## src/rtl/arp_resolver.sv

```systemverilog
// Resolves a destination IPv4 address to a MAC through a 1-entry cache and the ARP table.
// Failed lookups trigger an ARP request and retry after a fixed back-off.
module arp_resolver #(
  parameter int RETRY_MAX   = 3,
  parameter int WAIT_CYCLES = 200000
) (
  input  logic        logic_clk,
  input  logic        logic_rst,
  input  logic [31:0] dst_ip_in,
  input  logic        dst_req_valid_in,
  output logic        dst_req_ready_out,
  output logic [47:0] dst_mac_out,
  output logic        dst_err_out,
  output logic        dst_mac_valid_out,
  input  logic        dst_mac_ready_in,
  input  logic        cache_flush_in,
  output logic [31:0] arp_query_ip_out,
  output logic        arp_query_valid_out,
  input  logic        arp_query_ready_in,
  input  logic [47:0] arp_response_mac_in,
  input  logic        arp_response_valid_in,
  output logic        arp_response_ready_out,
  input  logic        arp_response_err_in,
  output logic [31:0] trig_arp_ip_out,
  output logic        trig_arp_qvalid_out,
  input  logic        trig_arp_qready_in
);

  localparam int TW = $clog2(WAIT_CYCLES + 1);
  localparam int RW = (RETRY_MAX > 0) ? $clog2(RETRY_MAX + 1) : 1;
  localparam logic [TW-1:0] TIMER_LAST = TW'(WAIT_CYCLES - 1);
  localparam logic [RW-1:0] RETRY_LAST = RW'(RETRY_MAX);

  typedef enum logic [2:0] {
    IDLE,
    QUERY,
    WAIT_RESP,
    TRIG,
    BACKOFF,
    DONE
  } state_t;

  state_t        state_q;
  state_t        state_d;
  logic [31:0]   ip_q;
  logic [47:0]   mac_q;
  logic          err_q;
  logic [RW-1:0] retry_cnt;
  logic [TW-1:0] timer;
  logic          cache_valid;
  logic [31:0]   cache_ip;
  logic [47:0]   cache_mac;

  logic cache_hit;
  logic timer_done;
  logic resp_ok;
  logic resp_fail;
  logic retries_spent;

  assign cache_hit     = cache_valid && (cache_ip == dst_ip_in) && !cache_flush_in;
  assign timer_done    = (timer == TIMER_LAST);
  // A response arriving on the timeout cycle takes priority over the timeout.
  assign resp_ok       = arp_response_valid_in && !arp_response_err_in;
  assign resp_fail     = arp_response_valid_in ? arp_response_err_in : timer_done;
  assign retries_spent = (retry_cnt == RETRY_LAST);

  always_comb begin
    state_d                = state_q;
    dst_req_ready_out      = 1'b0;
    dst_mac_valid_out      = 1'b0;
    dst_mac_out            = '0;
    dst_err_out            = 1'b0;
    arp_query_valid_out    = 1'b0;
    arp_query_ip_out       = '0;
    arp_response_ready_out = 1'b0;
    trig_arp_qvalid_out    = 1'b0;
    trig_arp_ip_out        = '0;
    case (state_q)
      IDLE: begin
        // Held low during reset so every output reads zero while reset is asserted.
        dst_req_ready_out = !logic_rst;
        if (dst_req_valid_in) state_d = cache_hit ? DONE : QUERY;
      end
      QUERY: begin
        arp_query_valid_out = 1'b1;
        arp_query_ip_out    = ip_q;
        if (arp_query_ready_in) state_d = WAIT_RESP;
      end
      WAIT_RESP: begin
        arp_response_ready_out = 1'b1;
        if (resp_ok)        state_d = DONE;
        else if (resp_fail) state_d = retries_spent ? DONE : TRIG;
      end
      TRIG: begin
        trig_arp_qvalid_out = 1'b1;
        trig_arp_ip_out     = ip_q;
        if (trig_arp_qready_in) state_d = BACKOFF;
      end
      BACKOFF: begin
        if (timer_done) state_d = QUERY;
      end
      DONE: begin
        dst_mac_valid_out = 1'b1;
        dst_mac_out       = mac_q;
        dst_err_out       = err_q;
        if (dst_mac_ready_in) state_d = IDLE;
      end
      default: state_d = IDLE;
    endcase
  end

  always_ff @(posedge logic_clk) begin
    if (logic_rst) begin
      state_q     <= IDLE;
      retry_cnt   <= '0;
      timer       <= '0;
      cache_valid <= 1'b0;
    end else begin
      state_q <= state_d;
      case (state_q)
        IDLE: begin
          if (dst_req_valid_in) begin
            ip_q      <= dst_ip_in;
            retry_cnt <= '0;
            mac_q     <= cache_mac;
            err_q     <= 1'b0;
          end
        end
        QUERY: begin
          if (arp_query_ready_in) timer <= '0;
        end
        WAIT_RESP: begin
          timer <= timer + TW'(1);
          if (resp_ok) begin
            mac_q       <= arp_response_mac_in;
            err_q       <= 1'b0;
            cache_ip    <= ip_q;
            cache_mac   <= arp_response_mac_in;
            cache_valid <= 1'b1;
          end else if (resp_fail && retries_spent) begin
            mac_q <= '0;
            err_q <= 1'b1;
          end
        end
        TRIG: begin
          if (trig_arp_qready_in) begin
            retry_cnt <= retry_cnt + RW'(1);
            timer     <= '0;
          end
        end
        BACKOFF: begin
          timer <= timer + TW'(1);
        end
        default: ;
      endcase
      // A flush overrides a same-cycle cache load.
      if (cache_flush_in) cache_valid <= 1'b0;
    end
  end

endmodule

```

## config.mk

```make
export PLATFORM = sky130hd
export DESIGN_NAME = arp_resolver
export DESIGN_NICKNAME = d
export VERILOG_FILES = /design/src/rtl/arp_resolver.sv
export SDC_FILE = /design/constraint.sdc
export NUM_CORES = 1
export LEC_CHECK = 0
export ABC_AREA = 0
export CORE_MARGIN = 1
export CORE_UTILIZATION = 30
export CTS_CLUSTER_SIZE = 40
export DETAILED_ROUTE_END_ITERATION = 10
export GPL_TIMING_DRIVEN = 0
export HOLD_SLACK_MARGIN = 0.02
export SLEW_MARGIN = 20
export SYNTH_ARGS = -nofsm -noshare
export SYNTH_HDL_FRONTEND = slang
export SYNTH_SLANG_ARGS = --single-unit
export TNS_END_PERCENT = 30
```

## constraint.sdc

```tcl
create_clock -name logic_clk -period 4.9 [get_ports logic_clk]
set_input_delay 0.98 -clock logic_clk [delete_from_list [all_inputs] [get_ports logic_clk]]
set_output_delay 0.98 -clock logic_clk [all_outputs]
set_load 0.03 [all_outputs]
```

; After elaboration in Yosys (flattened, before gate mapping)
; Cells that the tools add are included.
; Widths: inputs -> output; s select.
[word_totals]
ff_bits = 185
input_bits = 89
[op_classes]
addsub = 2
n_mux = 34
bitwise = 1
eq_ne = 15
reduce_logical = 20
[ops]
columns = operator, count
row1 = $mux 48, 4
row2 = $pmux 48 s2, 1
row3 = $mux 32, 2
row4 = $pmux 18 s3, 1
row5 = $mux 18, 2
row6 = $eq 32x32->1, 1
row7 = $mux 3, 9
row8 = $add 18x1->18 const B, 1
row9 = $eq 18x18->1 const B, 1
row10 = $pmux 3 s6, 1
row11 = $reduce_and 3->1, 4
row12 = $mux 1, 10
row13 = $ne 2x2->1 const B, 5
row14 = $eq 3x2->1 const B, 2
row15 = $eq 3x3->1 const B, 2
row16 = $ne 3x3->1 const B, 2
row17 = $reduce_and 6->1, 1
row18 = $logic_and 1x1->1, 4
row19 = $mux 2, 2
row20 = $pmux 2 s2, 1
row21 = $reduce_and 4->1, 1
row22 = $reduce_bool 2->1, 2
row23 = $reduce_or 2->1, 2
row24 = $eq 3x1->1 const B, 1
row25 = 8 further kinds, 10

; Depth between registers and ports, before layout
[logic_depth]
depth_word = 6
ltp_mapped = 8
depth_no_buf = 6

; Worst setup path before layout
; OpenSTA, ideal clock, no wires.
[synth_path]
path_type = in2reg
startpoint = input arp_response_valid_in
endpoint = register err_q, enable pin
required_time_ns = 4.428
slack_ns = 0.453
stages = 6
t_arrival_ns = 3.975
setup_time_ns = 0.472
path_buffers = 1
path_cell_list = nor2b_1 -> clkbuf_1 -> nor2_1 -> nor2_1 -> o21ai_0 -> a21oi_1
[synth_between]
elab_chain_cells = 4
elab_cells_between_ends = 5
cone_classes = 1 x eq/ne / 1 x mux / 3 x reduce/logical
[synth_lines]
columns = element, line
row1 = "start, declared", 21  ; input logic arp_response_valid_in,
row2 = $mux 1, 64  ; assign resp_fail = arp_response_valid_in ? arp_response_err_in : timer_done;
row3 = $logic_and 1x1->1, 140  ; end else if (resp_fail && retries_spent) begin
row4 = $ne 3x3->1 (no line) (*), --
row5 = $reduce_and 4->1 (no line) (*), --
row6 = "end signal, assigned", 126  ; err_q <= 1'b0;
row7 = "end signal, assigned", 136  ; err_q <= 1'b0;
row8 = "end signal, assigned", 142  ; err_q <= 1'b1;
row9 = "end, declared", 47  ; logic err_q;
; Mark *: on every way between the ends. The rest lies on a longest branch, timed or not.
; A chain may end at the register's enable or synchronous reset.

; Final worst setup path
[layout_path]
startpoint = register state_q[0]
endpoint = output arp_query_ip_out[7]
[layout_between]
elab_chain_cells = 2
[layout_lines]
columns = element, line
row1 = "start, declared", 43  ; state_t state_q;
row2 = "start signal, assigned", 119  ; state_q <= state_d;
row3 = $eq 3x1->1, 78  ; case (state_q)
row4 = $mux 32, 78
row5 = "end, declared", 17  ; output logic [31:0] arp_query_ip_out,
; No other way between the ends.

==> out/metrics.sh <==
POWER_PER_CELL_AREA_nW_PER_UM2=423
POST-SYNTH-TOP-AREA-FRACTION=0.598
DPL_CELL_AREA_SQ_UM=10700
POWER.STATIC_LEAKAGE_nW=4.02
NETS=1003
FINAL_CRITICAL_PATH_SETUP_SLACK_PS=669
DETAIL-ROUTE-ANTENNA-NETS=0
TIMING.REG2REG.SETUP_SLACK_PS=1680
CTS_REPAIR_RESIZE_COUNT=0
MULTIINPUTGATEAREA_SQ_UM=2620
CLOCK_SKEW_PS=14.7
CP.REQUIRED_PS=3920
GRT_OVERFLOW_TOTAL=0
FINISH.INSTANCE_AREA_SQ_UM=11200
FP.DIEAREA_SQ_UM=27600
SYNTHESIS.YOSYS.WARNINGS=0
HOLDPATHEND='timer[17]'
FINAL_MIN_PERIOD_OVER_CLOCK_PERIOD=0.863
AREA_DELTA_SYNTH_FINAL_PCT=39.0
POSTSYNTHREGISTERBITS=185
POST-LAYOUT-TOTAL-POWER_mW=4.75
TIMING_HOLD_VIOLATIONS_FINAL=0
CPMAXSTAGEDELAYCELL='clkdlybuf4s50_1'
TYPE_OF_THE_WORST_SETUP_PATH='reg -> out'
CTS_HTREE_LEVELS=4
RUN_STATUS='finished, violations left'
VIA_COUNT_OF_THE_FIRST_GLOBAL_ROUTING_PASS=5940
MAX_SLEW.WORST_PIN.SLEW_PS=787
CTS_BUF_COUNT=17
INITIAL_UTILIZATION=0.308
FLOORPLAN.DIE.WIDTH_UM=166
SETUP.WORST_PATH.END_CLASS='output pin'
PORT_BUFFERS=205
RSZ_0062_RAISED_AFTER_GLOBAL_ROUTING='false'
CTS_ROOT_BUFFER='clkbuf_16'
TIMING.CRITICAL_PATH.CELLS='clkbuf_1, nor3b_1, clkbuf_1, and2_1, clkdlybuf4s50_1'
FIRSTDRTPASSITERS=7
POST_LAYOUT_NONFILLER_INSTANCES=1260
YOSYS.AREA.TOP_TYPE='edfxtp_1'
GRT_PASS1_WL_UM=33700
GP_CONGESTION=0.767
TIMING.RR.START='state_q[2]'
REG2REG_DEPTH=8
CLKSLEWWORSTSETUPHOLDPATHS_PS=70
SETUP.WORST_PATH.START_CLASS='flip-flop'
ASYNC_RESET_FF_FRAC=0
INSERTEDDIODECOUNT=0
POST_CTS_BUFFERS=0
POST-DP-HPWL_UM=15600
GRT_UTIL_ALL_LAYERS=0.159
PERIOD_MINUS_SLACK_PS=4230
TNS_PS=0
COREAREA_SQ_UM=26300
DETAILEDPLACE.WORSTSLACK_PS=933
POSTSYNTH.TOPFLOPCELL='edfxtp_1'
FP-ROW-COUNT=59
DRT-VIAS-PER-INSTANCE=4.74
CRIT_PATH_MAX_INCR_DELAY_PS=690
IO_PINS=207
CTS-HOLD-FIX-BUFFERS=0
NUMBER_OF_REMAINING_DRC_ERRORS=2
FINAL-SEQ-AREA_SQ_UM=5320
GRT_MAX_DEGREE=46
POWER.IR.VDD_WORST_uV=225
SYNTH-EDFF-COUNT=161
SYN-CELL-AREA_SQ_UM=8090
YS_TOP_CELLS_BY_AREA='edfxtp_1 60%, dfxtp_1 5.9%, nand2_1 5.2%'
SETUP_VIOL=0
TRITONCTS_CLOCK_TREE='built'
BUFFER_DEPTH_OF_THE_LONGEST_CLOCK_PATH=2
NUM_VIAS=5976
POST_ROUTE_CELLS_DRIVE_ABOVE_1_SHARE=0.0530
VIOLATED_CHECKS='DRC'
SYNTH.AVG_CELL_AREA_SQ_UM=11.8
DRV_SLEW=0
TIMING.MAX_SLEW.REL_SLACK=0.470
NETLIST-CELL-TYPE-COUNT=54
POSTROUTEWIRELENGTH_UM=21600
CRIT_TOP_CELL='clkbuf_1'
WORST_EP_ARRIVAL_PS=3250
FMAXACHIEVABLE_MHz=236
WORSTHOLDPATHTYPE='reg -> reg'
WORSTHOLDSTART='timer[17]'
CAP_VIOLATIONS=0
CRIT-REG2REG-CAPTURE='cache_mac[20]'
FILLER_CELL_COUNT=2566
NUMPLACEDINSTANCES=1228
SYNTH-SEQ-AREA-SHARE=0.657
WORST_SKEW_PAIR.LATE_LATENCY_PS=430
SYNTHESIS.NETS=775
DETAILEDROUTE.FIRSTITERATIONVIOLATIONS=285
ANTENNA_FOUND_INITIAL=1
ROUTE.DETAILED.WL_PER_INST_UM=17.1
CTS.SINK_COUNT=185
MIN_PATH_CELLS=2
SYNTHCELLS=684
DIE_Y_UM=166
WORST-PATH-MAX-FANOUT=10
==> logic make-up after synthesis <==
logic type / synth area share
AO/OA/AOI/OAI: 0.0404
XOR/XNOR: 0.0412
flip-flops: 0.657
adder cells (fa/ha/maj): 0.00309
buffers and inverters: 0.0206
multiplexers: 0.00139
AND/OR/NAND/NOR: 0.236
==> cell usage after synthesis, drive strengths merged, types with 3 or more instances <==
cell type,count
a21oi,12
a31oi,4
and2,67
and3,56
buf,3
clkbuf,38
dfxtp,24
edfxtp,161
inv,3
nand2,113
nand2b,4
nand3,58
nand4,11
nor2,25
nor3,6
nor3b,3
nor4,7
nor4b,3
o21ai,8
o31ai,3
or3,3
xnor2,28
xor2,10
==> critical path, delay by kind of cell (launching register included) <==
kind                   cells  cell delay, ps
buffers and inverters      3            1500
DFF                        1             450
and+or+nand+nor            2             870
==> how the worst max path moves through the flow <==
stage / to / start / slack [ps] / depth (start not counted)
finish: arp_query_ip_out[7] / state_q[0] / 670 / 5
global route: arp_query_ip_out[10] / state_q[0] / 350 / 5
CTS: arp_query_ip_out[10] / state_q[0] / 600 / 5
detailed placement: cache_ip[20] / arp_response_valid_in / 930 / 6
global placement: mac_q[47] / arp_response_valid_in / -1880 / 7
floorplan: err_q / arp_response_valid_in / 450 / 6
==> cells in the final DEF, fill, tap and decap left out, types with 3 or more instances in the layout <==
master and instances:
nand2b_1 4, a21oi_1 10, nor2_1 25, clkbuf_16 17, nor3_1 6, clkinv_4 4, clkbuf_1 38, inv_6 4
nand2_1 113, xor2_1 10, o21ai_0 6, dfxtp_1 24, and3_1 54, a31oi_1 4, nand3_1 58, nor4_1 7
edfxtp_1 161, nand4_1 11, clkdlybuf4s50_1 205, and2_1 67, or3_1 3, nor3b_1 3, xnor2_1 28, nor4b_1 3
buf_16 3
==> area by class of cell <==
class / instances / share of cell area
Sequential cell: 185 / 0.473
Multi-Input combinational cell: 455 / 0.233
Timing Repair Buffer: 209 / 0.192
Clock buffer: 17 / 0.0378
Tap cell: 335 / 0.0373
Buffer: 41 / 0.0138
Clock inverter: 15 / 0.0122
Inverter: 3 / 0.00100
==> sequential cells by signal, indices dropped and copies added, names as in the netlist, 2 cells and up <==
| name | flops |
|---|---|
| cache_ip | 32 |
| cache_mac | 48 |
| ip_q | 32 |
| mac_q | 48 |
| retry_cnt | 2 |
| state_q | 3 |
| timer | 18 |
==> power breakdown <==
| part | internal (mW) | leakage, nW | total [mW] | switching, mW |
|---|---|---|---|---|
| combinational | 0.550 | 2.08 | 1.49 | 0.940 |
| clock | 0.670 | 0.277 | 1.32 | 0.645 |
| sequential | 1.89 | 1.66 | 1.95 | 0.0608 |
| total | 3.11 | 4.02 | 4.75 | 1.65 |
==> per-stage QoR <==
step / hold slack [ps] / util
detailed placement: 448 / 0.406
global placement: 440 / 0.402
CTS: 468 / 0.428
global route: 491 / 0.428
finish: 464 / 0.428
floorplan: 432 / -
==> metal layers <==
layer	up-vias	part of all wire	global-route usage	wire length [um]
met5	-	0.00056	0	12
met4	2	0.020	0.0496	422
met3	23	0.039	0.0327	840
met2	123	0.50	0.269	10900
met1	2901	0.44	0.204	9410
li1	2927	-	-	-
No activity file was read; power rests on OpenSTA's default activity.
==> edit 1: new RTL, same flow settings <==
Set the parameter `WAIT_CYCLES` to 800000 (it was 200000).
--- a/src/rtl/arp_resolver.sv
+++ b/src/rtl/arp_resolver.sv
@@ -2,7 +2,7 @@
 // Failed lookups trigger an ARP request and retry after a fixed back-off.
 module arp_resolver #(
   parameter int RETRY_MAX   = 3,
-  parameter int WAIT_CYCLES = 200000
+  parameter int WAIT_CYCLES = 800000
 ) (
   input  logic        logic_clk,
   input  logic        logic_rst,
Behaviour: same outputs for any inputs over 4 cycles, from zero or initial values and one cycle with logic_rst high; that may be too few to reach the edited logic, so the function may still have changed.
==> edit 1 against the original RTL <==
- sequential cell count increased by 2
- area after synthesis fell by 1.4%
- worst hold slack worse by 0.00083 ns
- register-to-register slack better by 0.29 ns
- wire length shrank 8.7%
- final area down 0.22%
- worst setup slack gained 0.19 ns
- sequential share of layout area grew 0.46 points
- highest routed layer is now met4
Power is not compared: it rests on default switching activity, and its combinational part moved more than twofold at a synthesized area within 25%.
==> edit 1: results <==
{
  "status": "finished, final reports clean",
  "place_ws_ns": 1.18,
  "fin_crit_ns": 4.04,
  "wire_per_inst_um": 17.0,
  "ys_types": 54,
  "nFillCells": 2413,
  "r2r-start": "state_q[0]",
  "rrSetupSlack_ns": 1.97,
  "drt-pass1-iter-count": 4,
  "cts_resized": 0,
  "syn-num-nets": 670,
  "grt_pass1_vias": 5436,
  "ys_seq_area_frac": 0.672,
  "critical_path.startpoint": "state_q[2]",
  "cp_data_arrival_time_ns": 3.06,
  "final_nets": 904,
  "antenna_found_initial": 0,
  "routabilityCongestion": 0.771,
  "min-delay-start": "retry_cnt[1]",
  "vias_per_cell": 4.62,
  "path_max_fanout": 10,
  "leakage_uw": 0.00380,
  "gr-usage-all-layers": 0.149,
  "drtIter0Drc": 231,
  "dp_hpwl_um": 14900,
  "drive_gt1_frac": 0.0823,
  "worstMarginPinSlew_ns": 0.688,
  "ys_top_cells_by_area": "edfxtp_1 61%, and2_1 8.9%, dfxtp_1 6.5%, a22o_1 5.3%, xnor2_1 3.4%",
  "grt_pass1_wl_um": 30100
}
[edit 1: changes by cell type in the layout (fill, tap and decap cells not counted), moves of 18 or more]
cell	unedited run	this run
and3_1	54	4
clkbuf_1	38	20
nand2_1	113	10
nand3_1	58	3
and2_1	67	113
a22o_1	0	48
[edit 1: cell families after synthesis]
family | synth area share
XOR/XNOR | 0.0495
adder cells (fa/ha/maj) | 0.00314
flip-flops | 0.672
AND/OR/NAND/NOR | 0.167
AO/OA/AOI/OAI | 0.0862
multiplexers | 0.00126
buffers and inverters | 0.0210
[edit 1: critical path: stages, from the launching register on]
cell             delay [ns]
dfxtp_1                0.34
buf_2                  0.20
nand2b_1               0.22
nor2_1                 0.48
clkbuf_1               0.46
and2_1                 0.24
clkdlybuf4s50_1        0.69
[edit 1: power by group through the flow]
| stage | Clock [uW] | Sequential (uW) | Combinational (uW) |
|---|---|---|---|
| CTS | 1440 | 1810 | 465 |
| global placement | 0 | 1850 | 445 |
| finish | 1400 | 1800 | 458 |
| floorplan | 0 | 1830 | 234 |
| global route | 1490 | 1810 | 491 |
| detailed placement | 0 | 1840 | 463 |
[edit 1: area by class of cell]
| cell class | instances | area (um^2) | share of cell area |
|---|---|---|---|
| well taps | 335 | 419 | 0.0374 |
| multi-input cells | 355 | 2470 | 0.221 |
| clock inverters | 15 | 179 | 0.0160 |
| inverters | 5 | 18.8 | 0.00167 |
| repair buffers | 215 | 2190 | 0.196 |
| plain buffers | 32 | 149 | 0.0133 |
| flip-flops and latches | 187 | 5360 | 0.478 |
| clock buffers | 17 | 425 | 0.0379 |
[edit 1: final timing paths]
check                        end  cells after the start
min reg2reg         retry_cnt[1]                      2
max          arp_query_ip_out[5]                      6
min                 retry_cnt[1]                      2
max reg2reg        cache_mac[43]                      9
[edit 1: metal layers]
metal | vias up | track usage | share of wire
met2 | 189 | 0.247 | 0.48
met1 | 2565 | 0.190 | 0.44
met3 | 13 | 0.0389 | 0.069
met4 | 0 | 0.0425 | 0.0099
met5 | - | 0 | 0
li1 | 2602 | - | -
[edit 1: metrics by stage]
step / area, um^2 / cells / power, uW / hold WS [ns]
global route: 11200 / 1161 / 3790 / 0.497
CTS: 11200 / 1161 / 3710 / 0.471
global placement: 10500 / 1119 / 2290 / 0.445
detailed placement: 10600 / 1129 / 2300 / 0.452
finish: 11200 / 1161 / 3660 / 0.463
floorplan: 7980 / 579 / 2070 / 0.432
==> edit 2: new RTL, same flow settings <==
Made on the original files. Compare `timer` against `TIMER_LAST` with >= in place of ==.
--- a/src/rtl/arp_resolver.sv
+++ b/src/rtl/arp_resolver.sv
@@ -58,7 +58,7 @@
   logic retries_spent;
 
   assign cache_hit     = cache_valid && (cache_ip == dst_ip_in) && !cache_flush_in;
-  assign timer_done    = (timer == TIMER_LAST);
+  assign timer_done    = (timer >= TIMER_LAST);
   // A response arriving on the timeout cycle takes priority over the timeout.
   assign resp_ok       = arp_response_valid_in && !arp_response_err_in;
   assign resp_fail     = arp_response_valid_in ? arp_response_err_in : timer_done;
Function: same outputs for any inputs over 4 cycles, from zero or initial values and one cycle with logic_rst high; that may be too few to reach the edited logic, so the function may still have changed.
==> edit 2 against the original RTL <==
- the flow still finishes with violations (DRC)
- final area rose by 0.71%
- area after synthesis is 0.23% lower
- wire length down 3.9%
- worst setup slack gained 0.14 ns
- sequential cell count unchanged
- largest power group unchanged
- sequential share of layout area is 0.33 points lower
- combinational power decreased by 6%
- power rose by 1.2%
- clock power is 12% higher
- highest routed layer is now met4
- register-to-register slack got worse by 0.17 ns
- utilization increased by 0.43 points
==> edit 2: results <==
{
  "drcViolationCount": 36,
  "synth_common_cells": "161 x edfxtp_1, 117 x and2_1, 108 x nand2_1",
  "ys_types": 56,
  "max-slew-margin-rel": 0.403,
  "swShare": 0.316,
  "met2_length_um": 9710,
  "worstSetupEndpoint": "trig_arp_ip_out[4]",
  "vias_per_cell": 4.56,
  "r2r_end": "mac_q[5]",
  "vdd_drop_max_mv": 0.198,
  "multi_input_cells": 433,
  "top_layer_used": "met4",
  "nFillCells": 2435,
  "gr-usage-all-layers": 0.154,
  "routed-wl-met3_um": 1460,
  "final_nets": 988,
  "grtUsageMet1": 0.197,
  "antenna_cells": 2,
  "fin_area_um2": 11300,
  "leakage_uw": 0.00388,
  "signal_buffers": 252,
  "power_frac_comb": 0.291,
  "status": "finished, violations left",
  "drtIter0Drc": 264,
  "ys_top_cells_by_area": "edfxtp_1 60%, and2_1 9.1%, dfxtp_1 6.0%, nand2_1 5.0%, o21ai_0 3.6%",
  "grt_max_degree": 33,
  "ys_seq_area_frac": 0.659,
  "n_sequential_cell": 185,
  "whs_endpoint": "cache_ip[9]",
  "nonClkBufAreaFrac": 0.204,
  "synth_area_per_cell_um2": 12.2,
  "inverters": 8,
  "drt-met1-wl_um": 9350,
  "utilization": 0.432,
  "drt-pass1-iter-count": 8,
  "multi_input_area_share": 0.230,
  "syn-num-nets": 753,
  "violations": "DRC",
  "grtUsageMet2": 0.251,
  "num-clock-buffers": 18,
  "path_max_fanout": 10,
  "fin_cells": 1247,
  "grt_pass1_vias": 5646,
  "wirelength_um": 20700,
  "hold_path_class": "reg -> reg",
  "min-delay-start": "ip_q[9]",
  "drive_gt1_frac": 0.0758,
  "grt_pass1_wl_um": 32100,
  "clk_share": 0.0563,
  "antenna_found_initial": 2,
  "cp_data_arrival_time_ns": 3.11,
  "rrSetupSlack_ns": 1.51,
  "hold_slack_ns": 0.467,
  "clock_skew_ns": 0.0109,
  "met3_usage": 0.0458,
  "holdPathStages": 0,
  "routabilityCongestion": 0.812
}
==> edit 2: cell types whose count changed after synthesis, sizes merged, moves of 5 or more <==
cell / unedited run / this run
o21ai: 8 / 58
nand3: 58 / 9
and2: 67 / 118
clkbuf: 38 / 29
and3: 56 / 5
nor2: 25 / 18
nand2: 113 / 108
inv: 3 / 8
==> edit 2: worst max-delay path: stages, from the launching register on <==
cell and delay, ns:
dfxtp_1 0.30, buf_4 0.16, inv_1 0.18, and3_1 0.19, clkbuf_1 0.42, clkbuf_1 0.48
and2_1 0.26, clkdlybuf4s50_1 0.69
==> edit 2: cells by family after synthesis <==
logic type	synth area share
and+or+nand+nor	0.187
DFF	0.659
AOI/OAI and AO/OA	0.0811
buffers and inverters	0.0237
xor gates and xnor gates	0.0434
muxes	0.00264
adders and majority gates	0.00310
==> edit 2: per-stage QoR <==
step	total power, uW	setup WS [ns]
after global routing	5020	0.556
after detailed placement	3370	0.498
after global placement	3360	-2.44
after floorplan	2780	0.121
after CTS	4870	0.650
final	4810	0.812
